### config.mk
export PLATFORM = sky130hd
export DESIGN_NAME = uart_alu_ctrl
export DESIGN_NICKNAME = d
export VERILOG_FILES = /design/src/rtl/uart_alu_ctrl_pkg.sv /design/src/rtl/uart_alu_ctrl_alu_op_check.sv /design/src/rtl/uart_alu_ctrl.sv
export SDC_FILE = /design/constraint.sdc
export NUM_CORES = 1
export LEC_CHECK = 0
export CORE_ASPECT_RATIO = 0.7
export CORE_MARGIN = 2
export CORE_UTILIZATION = 46
export CTS_CLUSTER_SIZE = 24
export DETAILED_ROUTE_END_ITERATION = 7
export PLACE_DENSITY = 0.76
export SLEW_MARGIN = 20
export SYNTH_ARGS = -nofsm -noshare
export SYNTH_HDL_FRONTEND = slang
export SYNTH_SLANG_ARGS = --single-unit
### constraint.sdc
create_clock -name clk -period 1.55 [get_ports clk]
set_input_delay 0.31 -clock clk [delete_from_list [all_inputs] [get_ports clk]]
set_output_delay 0.31 -clock clk [all_outputs]
set_load 0.02 [all_outputs]
### src/rtl/uart_alu_ctrl_pkg.sv
// Shared definitions for the UART/ALU frame sequencer: opcode values,
// defaults and the FSM state encoding.
package uart_alu_ctrl_pkg;

  localparam int          NB_OP_DEF    = 6;
  localparam logic [7:0]  ERR_CODE_DEF = 8'hFF;

  localparam logic [5:0] OP_ADD = 6'h20;
  localparam logic [5:0] OP_SUB = 6'h22;
  localparam logic [5:0] OP_AND = 6'h24;
  localparam logic [5:0] OP_OR  = 6'h25;
  localparam logic [5:0] OP_XOR = 6'h26;
  localparam logic [5:0] OP_NOR = 6'h27;
  localparam logic [5:0] OP_SRA = 6'h03;
  localparam logic [5:0] OP_SRL = 6'h02;

  localparam int NUM_OPS = 8;
  localparam logic [5:0] VALID_OPS [NUM_OPS] = '{
    OP_ADD, OP_SUB, OP_AND, OP_OR, OP_XOR, OP_NOR, OP_SRA, OP_SRL
  };

  typedef enum logic [2:0] {
    ST_GET_A  = 3'd0,
    ST_GET_B  = 3'd1,
    ST_GET_OP = 3'd2,
    ST_EXEC   = 3'd3,
    ST_SEND   = 3'd4
  } state_t;

endpackage

### src/rtl/uart_alu_ctrl_alu_op_check.sv
// Combinational opcode validator: flags whether an opcode belongs to the
// set of operations the ALU implements.
module alu_op_check
  import uart_alu_ctrl_pkg::*;
#(
  parameter int NB_OP = NB_OP_DEF
) (
  input  logic [NB_OP-1:0] i_op,
  output logic             o_valid
);

  logic [NUM_OPS-1:0] match;

  generate
    for (genvar gi = 0; gi < NUM_OPS; gi++) begin : g_match
      assign match[gi] = (i_op == NB_OP'(VALID_OPS[gi]));
    end
  endgenerate

  assign o_valid = |match;

endmodule

### src/rtl/uart_alu_ctrl.sv
// Frame sequencer: pops A, B and opcode bytes from the RX FIFO, drives the
// ALU registers, and pushes one result (or error code) byte to the TX FIFO.
module uart_alu_ctrl
  import uart_alu_ctrl_pkg::*;
#(
  parameter int                 NB_DATA    = 8,
  parameter int                 NB_OP      = NB_OP_DEF,
  parameter int                 NB_TIMEOUT = 24,
  parameter int                 TIMEOUT    = 10000000,
  parameter logic [NB_DATA-1:0] ERR_CODE   = NB_DATA'(ERR_CODE_DEF)
) (
  input  logic               clk,
  input  logic               i_rst,
  input  logic [NB_DATA-1:0] i_rx_data,
  input  logic               i_rx_empty,
  output logic               o_rx_rd,
  input  logic               i_tx_full,
  output logic               o_tx_wr,
  output logic [NB_DATA-1:0] o_tx_wdata,
  output logic [NB_DATA-1:0] o_alu_a,
  output logic [NB_DATA-1:0] o_alu_b,
  output logic [NB_OP-1:0]   o_alu_op,
  input  logic [NB_DATA-1:0] i_alu_result,
  output logic               o_err,
  output logic               o_timeout
);

  localparam logic [NB_TIMEOUT-1:0] TMO_LAST = NB_TIMEOUT'(TIMEOUT - 1);

  state_t                state_reg, state_next;
  logic [NB_TIMEOUT-1:0] tmo_cnt_reg;
  logic                  err_flag_reg;
  logic                  op_valid;
  logic                  in_get;
  logic                  in_wait;
  logic                  tmo_hit;

  alu_op_check #(.NB_OP(NB_OP)) u_op_check (
    .i_op    (i_rx_data[NB_OP-1:0]),
    .o_valid (op_valid)
  );

  assign in_get  = (state_reg == ST_GET_A) || (state_reg == ST_GET_B) ||
                   (state_reg == ST_GET_OP);
  assign in_wait = (state_reg == ST_GET_B) || (state_reg == ST_GET_OP);
  // A pop in the same cycle always beats the timeout.
  assign tmo_hit = in_wait && !o_rx_rd && (tmo_cnt_reg == TMO_LAST);

  always_ff @(posedge clk) begin
    if (i_rst) state_reg <= ST_GET_A;
    else       state_reg <= state_next;
  end

  always_comb begin
    state_next = state_reg;
    case (state_reg)
      ST_GET_A:  if (o_rx_rd) state_next = ST_GET_B;
      ST_GET_B:  if (o_rx_rd) state_next = ST_GET_OP;
                 else if (tmo_hit) state_next = ST_GET_A;
      ST_GET_OP: if (o_rx_rd) state_next = ST_EXEC;
                 else if (tmo_hit) state_next = ST_GET_A;
      ST_EXEC:   state_next = ST_SEND;
      ST_SEND:   if (!i_tx_full) state_next = ST_GET_A;
      default:   state_next = ST_GET_A;
    endcase
  end

  always_comb begin
    o_rx_rd = in_get && !i_rx_empty;
    o_tx_wr = (state_reg == ST_SEND) && !i_tx_full;
  end

  // Saturating inter-byte counter; only runs while a frame is half received.
  always_ff @(posedge clk) begin
    if (i_rst || !in_wait || o_rx_rd || tmo_hit) tmo_cnt_reg <= '0;
    else if (tmo_cnt_reg != TMO_LAST)             tmo_cnt_reg <= tmo_cnt_reg + 1'b1;
  end

  always_ff @(posedge clk) begin
    if (i_rst) begin
      o_alu_a      <= '0;
      o_alu_b      <= '0;
      o_alu_op     <= '0;
      o_tx_wdata   <= '0;
      o_err        <= 1'b0;
      o_timeout    <= 1'b0;
      err_flag_reg <= 1'b0;
    end else begin
      o_err     <= 1'b0;
      o_timeout <= tmo_hit;
      case (state_reg)
        ST_GET_A: if (o_rx_rd) o_alu_a <= i_rx_data;
        ST_GET_B: if (o_rx_rd) o_alu_b <= i_rx_data;
        ST_GET_OP: begin
          if (o_rx_rd) begin
            if (op_valid) begin
              o_alu_op     <= i_rx_data[NB_OP-1:0];
              err_flag_reg <= 1'b0;
            end else begin
              err_flag_reg <= 1'b1;
              o_err        <= 1'b1;
            end
          end
        end
        ST_EXEC: o_tx_wdata <= err_flag_reg ? ERR_CODE : i_alu_result;
        default: ;
      endcase
    end
  end

endmodule

# Word-level counts from Yosys, hierarchy flattened
# Cells that the tools add are included.
[word_totals] word_cells=58 register_bits=60
[op_classes] bitwise_logic=2 n_reduce_logical=22 addsub=1 muxes=8 n_eq_ne=16
[op_table] cell="$eq 6x6->1 const B" count=6
[op_table] cell="$add 24x1->24 const B" count=1
[op_table] cell="$eq 24x24->1 const B" count=1
[op_table] cell="$ne 24x24->1 const B" count=1
[op_table] cell="$mux 3" count=5
[op_table] cell="$pmux 3 s5" count=1
[op_table] cell="$eq 6x2->1 const B" count=2
[op_table] cell="$mux 8" count=1
[op_table] cell="$reduce_and 2->1" count=4
[op_table] cell="$reduce_or 8->1" count=1
[op_table] cell="$eq 3x2->1 const B" count=2
[op_table] cell="$logic_or 1x1->1" count=6
[op_table] cell="$logic_and 1x1->1" count=4
[op_table] cell="$logic_not 1->1" count=4
[op_table] cell="$ne 2x2->1 const B" count=2
[op_table] cell="$eq 3x1->1 const B" count=1
[op_table] cell="$eq 3x3->1 const B" count=1
[op_table] cell="$logic_not 3->1" count=1
[op_table] cell="$reduce_and 3->1" count=1
[op_table] cell="$reduce_or 3->1" count=1
[op_table] cell="$not 1->1" count=2
[op_table] cell="$mux 1" count=1

# Logic depth before layout (Yosys ltp)
# Gate-level depths: netlist of run 1.
[logic_depth] word_depth=10 mapped_depth=7

# Hierarchy
# A second synthesis of run 1 with hierarchy kept.
[unflattened] cells_unflattened=278 area_unflattened_um2=2501.1
[by_module_without_submodules] mod="uart_alu_ctrl" n_inst=1 cells_each=274 area_per_inst_um2=2478.6
[by_module_without_submodules] mod="alu_op_check" n_inst=1 cells_each=4 area_per_inst_um2=22.5

# Worst setup path before layout of run 1
# Ideal clock, no wire load.
[synth_timing] kind="register -> register" from="reg tmo_cnt_reg[7]" to="reg tmo_cnt_reg[23]" setup_ns=0.125 arrival_ns=1.496 stages_incl_launch_ff=6 t_required_ns=1.425 setup_slack_ns=-0.071 path_cell_list="dfxtp_1 > or4b_4 > nor4_4 > a21o_4 > buf_12 > a21oi_2"
[synth_between] elab_chain_len=3 word_cells_on_any_way=5 cone_classes="add/sub: 1; eq/ne: 2; reduce/logical: 2"
[synth_lines] item="from (decl)" line="uart_alu_ctrl.sv:31" text="logic [NB_TIMEOUT-1:0] tmo_cnt_reg;"
[synth_lines] item="from (signal assigned)" line="uart_alu_ctrl.sv:76" text="else if (tmo_cnt_reg != TMO_LAST) tmo_cnt_reg <= tmo_cnt_reg + 1'b1;"
[synth_lines] item="branches (longest 3 deep; another with $add 24x1->24)"
# Parallel ways; which one is timed is not known.
# A chain may end at the register's enable or synchronous reset.

# Final worst setup path of run 1
[layout_timing] from="reg tmo_cnt_reg[13]" to="reg state_reg[0]"
[layout_between] elab_chain_len=5 word_cells_on_any_way=6 cone_classes="eq/ne: 1; mux: 4; reduce/logical: 1"
[layout_lines] item="$eq 24x24->1 *" line="uart_alu_ctrl.sv:47" text="assign tmo_hit = in_wait && !o_rx_rd && (tmo_cnt_reg == TMO_LAST);"
[layout_lines] item="$logic_and 1x1->1 *" line="uart_alu_ctrl.sv:47"
[layout_lines] item="$mux 3 *"
[layout_lines] item="$mux 3 (on tied branches)"
[layout_lines] item="$pmux 3 s5 *"
[layout_lines] item="to (signal assigned)" line="uart_alu_ctrl.sv:51" text="else state_reg <= state_next;"
[layout_lines] item="to (decl)" line="uart_alu_ctrl.sv:30" text="state_t state_reg, state_next;"
# Mark *: on every way between the ends. The rest lies on a longest branch, timed or not.

==> out/results.tsv, run 1 <==
stage	metric	value	unit
setup_path	reg2reg_from	tmo_cnt_reg[13]$_SDFFE_PP0P_	
die	initial_utilization	0.4857	
final_layout	drive_above_1_share	0.3063	
clocking	cts_buffer_depth	2	
clocking	cts_max_level	3	
global_route	grt.total_usage	0.2358	
setup_path	cp_slowest_cell	or4b_4	
yosys	synth-edff-count	0	
timing	rsz0062_at_grt	yes	
outcome	outcome	finished with violations	
global_route	antenna_found_initial	0	
final_layout	layout_commonest_cell	buf_4	
timing	finClkSkew	0.008318	ns
clocking	cts_tree	yes	
timing	period_minus_slack	1.691	ns
setup_path	cp_data_arrival_time	1.92	ns
die	fp.dieH	66.83	um
die	io_pins	54	
job	cap_violations	0	
drt	wl_per_cell	15.03	um
timing	worstMarginPinSlew	0.4779	ns
die	core_area	5340	sq um
yosys	synth_area_leaders	dfxtp_1, nor2_1, xor2_1, nand2_1, a211oi_1	
die	die_area	6265	sq um
placed_design	post-place-cells	447	
setup_path	rr_endpoint	state_reg[0]$_SDFFE_PP0P_	
timing	setup_violations	24	
setup_path	startpoint_type	flip-flop	
setup_path	max_stage_delay	0.54	ns
yosys	synth_top_area_frac	0.4631	
setup_path	criticalPathCategory	flip-flop to flip-flop	
yosys	synth_area	2594	sq um
drt	antenna_left	0	
timing	setup_ws	-0.1406	ns
setup_path	r2r_setup_slack	-0.14	ns
yosys	synth_largest_area_cell	dfxtp_1	
setup_path	critPathCaptureType	flip-flop	
clocking	clkLatencyLatePin	0.34	ns
placed_design	post-dp-hpwl	4.697	mm
setup_path	crit_path_max_fanout	3	
final_layout	layout.nets	412	
min_path	hp-start	o_alu_b[3]$_SDFFE_PP0P_	
timing	slew_headroom	0.6814	
setup_path	worst_r2r_path_depth	5	
timing	fmax	0.5915	GHz
die	rows	22	
placed_design	port_buffers	53	
drt	vias_per_cell	5.373	
pwr	total_power	3.344	mW
clocking	cts.root.buffer_cell	clkbuf_8	
min_path	holdPathEnd	o_alu_b[3]$_SDFFE_PP0P_	
clocking	cts_buffers	9	
setup_path	cp_cell_sequence	or4b_4, nor4_4, buf_4, a211oi_2, o21a_1	
outcome	violations	negative setup slack	
final_layout	mostFrequentLayoutCells	buf_4, dfxtp_1, nor2_1	
yosys	seq_area_frac_synth	0.4631	
final_layout	area_growth	47.42	%
yosys	yosysWarnings	0	
placed_design	place_ws	-0.3985	ns
yosys	async_flop_share	0	
timing	fin_crit_sh	1.091	
clocking	cts.sinks	60	
drt	finalWirelength	7.020	mm
global_route	grt_pass1_vias	2391	
timing	report.final.slew_viol_count	0	
placed_design	routabilityCongestion	0.8869	
min_path	holdPathStages	2	
yosys	postSynthAreaPerCell	9.165	sq um
clocking	clkTransAtPathRegs	0.06	ns
final_layout	layoutNonFillerInstCount	467	
final_layout	antennaDiodeCount	0	
pwr	peakVddDrop	794.8	uV
yosys	ys.flop_type	dfxtp_1	
final_layout	largest_reg_flops	24	
min_path	min_path_type	flip-flop to flip-flop	
drt	drtPass1Iterations	4	
global_route	grt_max_degree	35	
drt	num_vias	2509	
die	die_w	93.75	um
yosys	synth_nets	304	
timing	final-hold-violation-count	0	
yosys	postSynthCellCount	283	
global_route	grt_pass1_wl	11.21	mm
drt	first_iter_violations	153	
global_route	overflow	0	
yosys	synth-seq-cells	60	
pwr	leakage	1.586	nW
yosys	yosysUniqueCellTypes	44	
pwr	p_per_area	874.5	nW/um^2
setup_path	cp_data_required_time	1.78	ns
drt	drc_errors	0	
==> what timing repair did <==
| item | 4_1_cts | 5_1_grt |
|---|---|---|
| endpoints found under the setup margin | 58 | 37 |
| resized for setup | 58 | 14 |
| buffers inserted | 2 | 0 |
| cloned | 2 | 1 |
| hold buffers | 0 | 0 |
| pin swaps | 9 | 5 |
==> where the power goes <==
group	total [mW]	switching, mW	internal, mW	leakage (nW)
combinational	0.380	0.200	0.181	1.00
sequential	1.61	0.0250	1.58	0.489
clock	1.36	0.581	0.777	0.0935
total	3.34	0.806	2.54	1.59
==> final cells by class <==
cell class | instances | area, sq um
clock buffers | 13 | 148.9
clock inverters | 2 | 35.03
fillers | 415 | 1516
inverters | 2 | 7.507
multi-input cells | 208 | 1411
flip-flops and latches | 60 | 1210
well taps | 72 | 90.09
repair buffers | 110 | 920.9
==> cell usage after synthesis, types with 2 or more instances <==
master / count
dfxtp_1: 60
nor2_1: 48
nand2_1: 25
a21oi_1: 15
a211oi_1: 11
nand4_1: 11
xor2_1: 11
a21oi_2: 8
mux2i_1: 8
nand3_1: 8
or3_1: 7
o21ai_0: 6
and3_1: 5
buf_2: 5
clkbuf_1: 5
and4_1: 4
o41ai_1: 4
nor3_1: 3
o31ai_1: 3
or4_1: 3
buf_1: 2
buf_4: 2
inv_1: 2
nor2_2: 2
nor3b_1: 2
nor4_4: 2
o21a_1: 2
or4b_1: 2
xnor2_1: 2
==> logic make-up after synthesis <==
kind of cell	count (synthesis)	share of synthesized area
compound gates	54	0.1462
xor+xnor	13	0.04390
fa+ha+maj	1	0.004823
buf+inv	18	0.04052
flops	60	0.4631
mux	8	0.03087
simple gates	129	0.2706
==> per-stage QoR <==
stage          area (sq um)  TNS (ns)    util  hold WS (ns)
2_1_floorplan          2603   -0.9259       -        0.4261
3_3_place_gp           3548    -12.71  0.6645        0.4473
3_5_place_dp           3548    -13.13  0.6645        0.4494
4_1_cts                3761    -2.313  0.7043        0.4551
5_1_grt                3824    -4.180  0.7160        0.4830
6_report               3824    -2.654  0.7160        0.4529
==> how the worst max path moves through the flow <==
stage,start,to,slack (ns),cells after the start
after CTS,tmo_cnt_reg[8]$_SDFFE_PP0P_,tmo_cnt_reg[9]$_SDFFE_PP0P_,-0.12,5
after global placement,i_rx_empty,tmo_cnt_reg[21]$_SDFFE_PP0P_,-0.35,6
after floorplan,tmo_cnt_reg[14]$_SDFFE_PP0P_,tmo_cnt_reg[23]$_SDFFE_PP0P_,-0.05,5
after global routing,tmo_cnt_reg[13]$_SDFFE_PP0P_,tmo_cnt_reg[13]$_SDFFE_PP0P_,-0.20,5
after detailed placement,i_rx_empty,tmo_cnt_reg[21]$_SDFFE_PP0P_,-0.40,6
final,tmo_cnt_reg[13]$_SDFFE_PP0P_,state_reg[0]$_SDFFE_PP0P_,-0.14,5
==> layer usage <==
metal / up-vias / share of wire / GRT usage
met5: - / 0 / 0
met4: 0 / 0.017 / 0.08696
met3: 11 / 0.076 / 0.06561
met2: 100 / 0.44 / 0.3732
met1: 1164 / 0.47 / 0.3087
li1: 1234 / - / -
==> critical path: cells and delay by family, from the launching register on <==
kind	cells	cell delay (ns)
AOI/OAI and AO/OA	2	0.26
buffers and inverters	1	0.18
DFF	1	0.32
and+or+nand+nor	2	0.83
Note: power is estimated with default switching activity, not from simulation.
==> run 2: changes to the inputs <==
--- a/config.mk
+++ b/config.mk
@@ -6,11 +6,10 @@
 export NUM_CORES = 1
 export LEC_CHECK = 0
 export CORE_ASPECT_RATIO = 0.7
-export CORE_MARGIN = 2
 export CORE_UTILIZATION = 46
 export CTS_CLUSTER_SIZE = 24
 export DETAILED_ROUTE_END_ITERATION = 7
-export PLACE_DENSITY = 0.76
+export PLACE_DENSITY = 0.84
 export SLEW_MARGIN = 20
 export SYNTH_ARGS = -nofsm -noshare
 export SYNTH_HDL_FRONTEND = slang
==> out/results.tsv, run 2 (synthesized netlist as in run 1, its figures left out) <==
stage	metric	value	unit
outcome	outcome	finished with violations	
outcome	violations	negative setup slack	
timing	period_minus_slack	1.660	ns
clocking	cts_max_level	3	
die	core_area	5340	sq um
setup_path	cp_data_arrival_time	1.89	ns
setup_path	crit_start	tmo_cnt_reg[8]$_SDFFE_PP0P_	
drt	finalWirelength	6.597	mm
setup_path	cp_cell_sequence	or4b_4, nor4_4, buf_4, a21o_4, a21oi_2	
clocking	cts_buffers	9	
setup_path	cp-endpoint	tmo_cnt_reg[15]$_SDFFE_PP0P_	
final_layout	utilization	0.7038	
final_layout	layout_commonest_cell	dfxtp_1	
drt	drc_errors	0	
global_route	overflow	0	
min_path	min_path_type	flip-flop to flip-flop	
job	cap_violations	0	
setup_path	cp_slowest_cell	or4b_4	
clocking	cts_buffer_depth	2	
drt	antenna_left	0	
die	rows	22	
timing	fin_worst_hold_slack	0.4524	ns
setup_path	critPathCaptureType	flip-flop	
final_layout	layout.nets	407	
setup_path	cp_data_required_time	1.78	ns
die	initial_utilization	0.4857	
setup_path	crit_path_max_fanout	5	
setup_path	crit_cells	5	
clocking	cts_tree	yes	
timing	rsz0062_at_grt	yes	
timing	finClkSkew	0.006367	ns
timing	final-hold-violation-count	0	
final_layout	mostFrequentLayoutCells	dfxtp_1, buf_4, nor2_1	
setup_path	cp_top_family	simple AND/OR/NAND/NOR gates	
global_route	grt_pass1_wl	11.27	mm
drt	wl_per_cell	14.25	um
drt	num_vias	2442	
timing	worstMarginPinSlew	0.3457	ns
global_route	grt.total_usage	0.2453	
timing	slew_headroom	0.7688	
die	die_w	91.75	um
setup_path	max_stage_delay	0.54	ns
pwr	peakVddDrop	503.0	uV
die	io_pins	54	
setup_path	rr_endpoint	tmo_cnt_reg[15]$_SDFFE_PP0P_	
final_layout	drive_above_1_share	0.2737	
clocking	cts.sinks	60	
pwr	leakage	1.542	nW
final_layout	antennaDiodeCount	0	
setup_path	cp.buffers_inverters	1	
final_layout	fin_area	3759	sq um
global_route	grt_max_degree	35	
clocking	clkTransAtPathRegs	0.07	ns
global_route	grt_pass1_vias	2458	
clocking	clkLatencyLatePin	0.35	ns
final_layout	largest_reg_flops	24	
timing	report.final.slew_viol_count	0	
setup_path	startpoint_type	flip-flop	
setup_path	reg2reg_from	tmo_cnt_reg[8]$_SDFFE_PP0P_	
die	die_area	5948	sq um
min_path	holdPathStages	2	
timing	fmax	0.6026	GHz
drt	first_iter_violations	99	
final_layout	area_growth	44.91	%
setup_path	criticalPathCategory	flip-flop to flip-flop	
drt	vias_per_cell	5.274	
timing	setup_violations	24	
clocking	cts.root.buffer_cell	clkbuf_8	
placed_design	routabilityCongestion	0.8139	
die	fp.dieH	64.83	um
pwr	p_per_area	861.0	nW/um^2
setup_path	r2r_setup_slack	-0.11	ns
placed_design	place_area	3518	sq um
placed_design	port_buffers	53	
drt	drtPass1Iterations	4	
timing	fin_crit_sh	1.071	
timing	setup_ws	-0.1096	ns
placed_design	post-dp-hpwl	4.399	mm
timing	tns	-2.020	ns
setup_path	worst_r2r_path_depth	5	
global_route	antenna_found_initial	0	
[run 2: changes by cell type in the layout (fill, tap and decap cells not counted), moves of 3 or more]
cell and change:
buf_4 -6, and4_1 +3, clkinvlp_4 +4, nor2_1 +3
nor2_2 -3, clkbuf_1 -3
[run 2: worst min-delay path by stage]
stage                                      from                     endpoint  slack [ns]
floorplan           tmo_cnt_reg[0]$_SDFFE_PP0P_  tmo_cnt_reg[0]$_SDFFE_PP0P_        0.43
global placement        o_alu_b[1]$_SDFFE_PP0P_      o_alu_b[1]$_SDFFE_PP0P_        0.45
detailed placement      o_alu_b[5]$_SDFFE_PP0P_      o_alu_b[5]$_SDFFE_PP0P_        0.45
CTS                     o_alu_b[5]$_SDFFE_PP0P_      o_alu_b[5]$_SDFFE_PP0P_        0.46
global route            o_alu_b[7]$_SDFFE_PP0P_      o_alu_b[7]$_SDFFE_PP0P_        0.48
finish                  o_alu_b[5]$_SDFFE_PP0P_      o_alu_b[5]$_SDFFE_PP0P_        0.45
[run 2: where the power goes]
| part | internal, mW | switching (mW) | leakage (nW) |
|---|---|---|---|
| sequential | 1.58 | 0.0254 | 0.488 |
| combinational | 0.183 | 0.200 | 0.976 |
| clock | 0.582 | 0.667 | 0.0779 |
[run 2: timing repair]
action	in CTS	in global routing
hold buffers	0	0
setup endpoints to repair	58	35
gates resized for setup	45	14
gates cloned	3	0
buffers inserted	1	0
pin swaps	5	3
[run 2: worst reg2reg max path, delay by kind of cell (launching register included)]
| family | cells | cell delay, ns |
|---|---|---|
| AO/OA/AOI/OAI | 2 | 0.23 |
| flip-flops | 1 | 0.31 |
| AND/OR/NAND/NOR | 2 | 0.80 |
| buffers and inverters | 1 | 0.20 |
[run 2: cell type report]
class,count,area [sq um]
clock buffers,9,123.9
clock inverters,7,52.55
fillers,409,1582
inverters,2,7.507
multi-input cells,208,1390
flip-flops and latches,60,1207
well taps,72,90.09
repair buffers,105,887.1
[run 2: routing by layer]
layer  share of wire  GRT usage  up-vias  wire length [um]
li1                -          -     1227                 -
met3           0.060    0.08216       16               396
met2            0.44     0.3910       75              2926
met1            0.48     0.3088     1124              3150
met4           0.019    0.09570        0               123
met5               0          0        -                 0
[run 2: through the flow]
stage	cells	setup WS (ns)	power [mW]
final	463	-0.1096	3.236
after global routing	463	-0.1807	3.379
after CTS	463	-0.1134	3.242
after detailed placement	443	-0.4029	2.020
after global placement	443	-0.3518	2.013
after floorplan	283	-0.05375	1.822
==> run 3: changes to the inputs <==
--- a/config.mk
+++ b/config.mk
@@ -10,6 +10,7 @@
 export CTS_CLUSTER_SIZE = 24
 export DETAILED_ROUTE_END_ITERATION = 7
 export PLACE_DENSITY = 0.84
+export SETUP_SLACK_MARGIN = 0.5
 export SLEW_MARGIN = 20
 export SYNTH_ARGS = -nofsm -noshare
 export SYNTH_HDL_FRONTEND = slang
==> out/results.tsv, run 3 (synthesized netlist as in run 1, its figures left out) <==
stage	metric	value	unit
outcome	outcome	finished with violations	
outcome	violations	negative setup slack	
placed_design	port_buffers	53	
setup_path	startpoint_type	flip-flop	
final_layout	area_growth	80.90	%
clocking	cts_tree	yes	
timing	report.final.slew_viol_count	0	
final_layout	antennaDiodeCount	0	
final_layout	layout_commonest_cell	buf_4	
die	core_area	5340	sq um
final_layout	largest_reg_flops	24	
timing	setup_ws	-0.3888	ns
global_route	grt_pass1_vias	2928	
placed_design	post-place-cells	446	
job	cap_violations	0	
final_layout	utilization	0.8786	
drt	drtPass1Iterations	6	
drt	num_vias	3173	
timing	fin_crit_sh	1.251	
die	io_pins	54	
drt	antenna_left	0	
setup_path	crit_path_max_fanout	7	
clocking	clkTransAtPathRegs	0.07	ns
clocking	cts_buffer_depth	2	
clocking	cts.sinks	60	
global_route	antenna_found_initial	0	
die	die_area	5948	sq um
timing	finClkSkew	0.008827	ns
die	rows	22	
pwr	total_power	3.568	mW
die	fp.dieH	64.83	um
setup_path	cp_data_arrival_time	2.18	ns
pwr	p_per_area	760.4	nW/um^2
timing	rsz0062_at_grt	yes	
drt	vias_per_cell	6.397	
timing	final-hold-violation-count	0	
drt	drc_errors	0	
clocking	clkLatencyLatePin	0.35	ns
placed_design	post-dp-hpwl	4.886	mm
final_layout	layoutNonFillerInstCount	496	
final_layout	drive_above_1_share	0.6392	
global_route	grt_max_degree	35	
die	die_w	91.75	um
final_layout	mostFrequentLayoutCells	buf_4, buf_6, dfxtp_2	
pwr	leakage	1.846	nW
global_route	overflow	0	
timing	slew_headroom	0.6622	
setup_path	criticalPathCategory	flip-flop to flip-flop	
final_layout	layout.nets	441	
clocking	cts_max_level	3	
drt	finalWirelength	12.44	mm
timing	fmax	0.5158	GHz
global_route	grt.total_usage	0.3497	
die	initial_utilization	0.4857	
min_path	min_path_type	flip-flop to flip-flop	
drt	first_iter_violations	348	
timing	worstMarginPinSlew	0.5049	ns
placed_design	routabilityCongestion	0.8501	
setup_path	cp_data_required_time	1.79	ns
setup_path	critPathCaptureType	flip-flop	
timing	period_minus_slack	1.939	ns
clocking	cts.root.buffer_cell	clkbuf_8	
timing	setup_violations	27	
pwr	peakVddDrop	564.5	uV
drt	wl_per_cell	25.07	um
global_route	grt_pass1_wl	15.48	mm
clocking	cts_buffers	9	
-- run 3: cell type report --
cell class	count	area, sq um
well taps	72	90.09
clock inverters	2	10.01
flip-flops and latches	60	1264
multi-input cells	208	1802
inverters	2	7.507
clock buffers	13	158.9
fillers	201	648.1
repair buffers	139	1360
-- run 3: per-stage QoR --
stage | instance area (sq um) | TNS, ns | worst slack [ns] | hold slack [ns]
after detailed placement | 3677 | -17.41 | -0.4426 | 0.4416
after global routing | 4692 | -8.793 | -0.4912 | 0.4808
after floorplan | 2775 | -0.9270 | -0.05363 | 0.4246
final | 4692 | -8.227 | -0.3888 | 0.4646
after CTS | 4302 | -2.203 | -0.1028 | 0.4484
after global placement | 3677 | -15.62 | -0.4121 | 0.4378
-- run 3: repair_timing --
item / CTS / global route
gates cloned: 4 / 0
gates resized for setup: 291 / 64
hold buffers: 0 / 0
pin swaps: 36 / 27
buffers inserted: 15 / 16
endpoints found under the setup margin: 94 / 94
-- run 3: critical path, stage by stage (launching register included) --
cell	delay (ns)
dfxtp_1	0.34
buf_4	0.16
nor2_1	0.41
and4_1	0.55
a211oi_1	0.16
o21a_1	0.21
-- run 3: path summary, 6_finish.rpt --
path | start | to | slack [ns] | depth (start not counted)
min reg2reg | o_alu_op[0]$_SDFFE_PP0P_ | o_alu_op[0]$_SDFFE_PP0P_ | 0.46 | 2
min | o_alu_op[0]$_SDFFE_PP0P_ | o_alu_op[0]$_SDFFE_PP0P_ | 0.46 | 2
max reg2reg | tmo_cnt_reg[16]$_SDFFE_PP0P_ | state_reg[0]$_SDFFE_PP0P_ | -0.39 | 5
max | tmo_cnt_reg[16]$_SDFFE_PP0P_ | state_reg[0]$_SDFFE_PP0P_ | -0.39 | 5
-- run 3: per-layer routing --
layer  global-route usage  vias up  share of wire
met1               0.3972     1511           0.36
met4               0.1836        0          0.075
met2               0.6128      275           0.47
met5                    0        -              0
met3              0.08920       99          0.098
li1                     -     1288              -
-- run 3: power breakdown --
| group | internal, mW | leakage (nW) | total (mW) | switching, mW |
|---|---|---|---|---|
| sequential | 1.58 | 0.506 | 1.62 | 0.0397 |
| combinational | 0.318 | 1.25 | 0.648 | 0.330 |
| clock | 0.655 | 0.0893 | 1.30 | 0.643 |
| total | 2.55 | 1.85 | 3.57 | 1.01 |
==> edit, RTL diff (config.mk and constraints of run 3) <==
Reset style: asynchronous (`i_rst`), changed in 2 clocked blocks.
--- a/src/rtl/uart_alu_ctrl.sv
+++ b/src/rtl/uart_alu_ctrl.sv
@@ -48,3 +48,3 @@
 
-  always_ff @(posedge clk) begin
+  always_ff @(posedge clk or posedge i_rst) begin
     if (i_rst) state_reg <= ST_GET_A;
@@ -78,3 +78,3 @@
 
-  always_ff @(posedge clk) begin
+  always_ff @(posedge clk or posedge i_rst) begin
     if (i_rst) begin
Function: differs if i_rst is asserted again (counterexample within 4 cycles, from zero or initial values and one cycle with i_rst high); with i_rst held inactive, the same outputs for 10 cycles.
==> edit against run 3 <==
The flow still finishes with violations (setup timing); utilization grew 2.5 points; synthesized area shrank 1.1%; worst setup slack gained 0.075 ns; wire length shrank 1.8%; sequential share of layout area grew 2.5 points; synthesized cell count shrank 12%; sequential cell count is the same; worst hold slack lost 0.078 ns; design area grew 2.3%; via count shrank 6.9%; non-clock buffer count grew 21; critical path type unchanged; highest routed layer unchanged.
Power is not compared: it rests on default switching activity, and its combinational part moved more than twofold at a synthesized area within 25%.
==> edit: results (changes against run 3) <==
\begin{tabular}{lr}
\hline
Metric & Value \\
\hline
\multicolumn{2}{l}{\textbf{Timing}} \\
Minimum setup slack in the final design & -0.3142 ns (+0.07464 ns) \\
Crit share post-route & 120.3\% (-4.8 points) \\
Finish-stage setup viols & 50 (+85\%) \\
Tightest slew margin relative to the limit & 63.21\% (-3.0 points) \\
Clock skew after layout & 0.01782 ns (+0.008991 ns) \\
\multicolumn{2}{l}{\textbf{Global route}} \\
Total track usage & 33.57\% (-1.4 points) \\
First-pass GRT wire length & 14.49 mm (-6.4\%) \\
Pin count of the biggest net entering global routing & 34 (-2.9\%) \\
Number of global-route vias before repair & 2704 (-7.7\%) \\
\multicolumn{2}{l}{\textbf{Final layout}} \\
Fill cell instance count of the final layout & 184 (-8.5\%) \\
Total Nets Final & 429 (-2.7\%) \\
\# diodes & 0 (unchanged) \\
Share of post-route cells with drive strength above 1 & 62.38\% (-1.5 points) \\
\multicolumn{2}{l}{\textbf{Detailed routing}} \\
Average vias per placed instance & 6.103 (-4.6\%) \\
Detailed Route Iter0 Violations & 263 (-24\%) \\
DRT Pass-1 Iters & 5 (-1) \\
Met2 routed wirelength & 5.703 mm (-1.4\%) \\
Wirelength, routed & 12.22 mm (-1.8\%) \\
Met3 wire len & 1.179 mm (-3.5\%) \\
\multicolumn{2}{l}{\textbf{Outcome}} \\
Failing checks & setup timing \\
Result of the run & finished with violations \\
\multicolumn{2}{l}{\textbf{Critical path}} \\
Data arrival time at the worst-slack endpoint & 2.09 ns (-0.09 ns) \\
Slowest cell on the critical path & sky130\_fd\_sc\_hd\_\_nor4b\_1 \\
Largest fanout on the critical path & 6 (-1) \\
\multicolumn{2}{l}{\textbf{Yosys}} \\
Number of distinct standard cells referenced by the synthesized netlist & 43 (-2.3\%) \\
Share of synthesized registers carrying an async set or reset & 60.00\% (+60 points) \\
Synth top area cells & sky130\_fd\_sc\_hd\_\_dfrtp\_1, sky130\_fd\_sc\_hd\_\_dfxtp\_1, sky130\_fd\_sc\_hd\_\_mux2\_2 \\
Fraction of the yosys area taken by sequential cells & 53.85\% (+7.5 points) \\
Synth top cells by count & sky130\_fd\_sc\_hd\_\_dfrtp\_1, sky130\_fd\_sc\_hd\_\_nor2\_1, sky130\_fd\_sc\_hd\_\_dfxtp\_1, sky130\_fd\_sc\_hd\_\_mux2\_2, sky130\_fd\_sc\_hd\_\_nand2\_1 \\
Syn\_nets & 269 (-12\%) \\
\multicolumn{2}{l}{\textbf{Clock network}} \\
Post-CTS setup-driven buffer insertion count & 25 (+10) \\
Clock transition time at the flip-flop clock pins of the worst setup and hold paths & 0.07 ns (about the same) \\
TritonCTS Buffers & 9 (unchanged) \\
Post\_cts resized & 275 (-5.5\%) \\
\multicolumn{2}{l}{\textbf{Placement}} \\
Detailed-placement wirelength estimate & 4.782 mm (-2.1\%) \\
Weighted congestion reported at the end of routability-driven placement & 0.7968 (-6.3\%) \\
Post-placement worst setup slack & -0.6024 ns (-0.1598 ns) \\
\multicolumn{2}{l}{\textbf{Min path}} \\
Worst min-delay path class & primary input to asynchronous set/reset pin \\
\hline
\end{tabular}
edit: cell types whose count changed in the layout (fill, tap and decap cells not counted), moves of 11 or more:
cell and delta:
sky130_fd_sc_hd__a21oi_2 -11, sky130_fd_sc_hd__buf_4 +22, sky130_fd_sc_hd__dfrtp_1 +35, sky130_fd_sc_hd__dfxtp_2 -28, sky130_fd_sc_hd__mux2_4 +17, sky130_fd_sc_hd__nor2_1 -12
edit: kinds of logic (layout without fill, tap and decap cells):
family	after synthesis	count (layout)	share of synthesized area, %
adders and majority gates	1	1	0.4877
muxes	20	20	8.781
AOI/OAI and AO/OA	35	35	7.854
and+or+nand+nor	99	99	21.22
buffers and inverters	20	184	3.365
DFF	60	60	53.85
xor gates and xnor gates	13	13	4.439
edit: stage by stage:
step	hold slack (ns)	total power [mW]	cells	cell area [sq um]	setup TNS, ns
finish	0.3871	8.487	484	4798	-9.154
global placement	0.4293	4.929	417	3776	-17.66
detailed placement	0.4313	5.068	417	3776	-19.53
floorplan	0.2634	3.840	248	2823	-4.133
global route	0.3912	8.647	484	4798	-9.294
CTS	0.2933	7.546	461	4493	-2.928
edit: power groups by stage:
stage               clock network (mW)  logic, mW  registers, mW
finish                            1.67       4.33           2.49
global route                      1.75       4.41           2.49
CTS                               1.62       3.57           2.36
detailed placement                   0       2.75           2.31
global placement                     0       2.65           2.28
floorplan                            0       1.18           2.66
edit: cell type report:
| class | instances | area, sq um | area share [%] |
|---|---|---|---|
| Sequential cell | 60 | 1414 | 29.47 |
| Timing Repair Buffer | 160 | 1490 | 31.06 |
| Clock buffer | 11 | 151.4 | 3.155 |
| Clock inverter | 4 | 72.57 | 1.512 |
| Inverter | 9 | 37.54 | 0.7823 |
| Tap cell | 72 | 90.09 | 1.877 |
| Multi-Input combinational cell | 168 | 1543 | 32.15 |
edit: metal layers:
layer | vias to the layer above | global-route usage (%)
li1 | 1182 | -
met1 | 1436 | 36.37
met2 | 251 | 59.00
met3 | 85 | 12.09
met4 | 0 | 16.47
met5 | - | 0
edit: critical path: cells and delay by family (launching register included):
kind	cells	cell delay [ns]
AO/OA/AOI/OAI	2	0.28
flip-flops	1	0.34
buffers and inverters	2	0.38
AND/OR/NAND/NOR	2	0.74
edit: worst paths after layout:
kind                                 start         endpoint  depth (start not counted)  slack, ns
setup reg to reg           tmo_cnt_reg[22]  tmo_cnt_reg[20]                          6      -0.31
setup / recovery           tmo_cnt_reg[22]  tmo_cnt_reg[20]                          6      -0.31
min in group clk              i_rx_data[3]       o_alu_b[3]                          3       0.47
hold reg to reg            tmo_cnt_reg[18]  tmo_cnt_reg[18]                          2       0.53
max in group asynchronous            i_rst    o_tx_wdata[5]                          4       0.77
hold / removal                       i_rst       o_alu_a[6]                          3       0.39
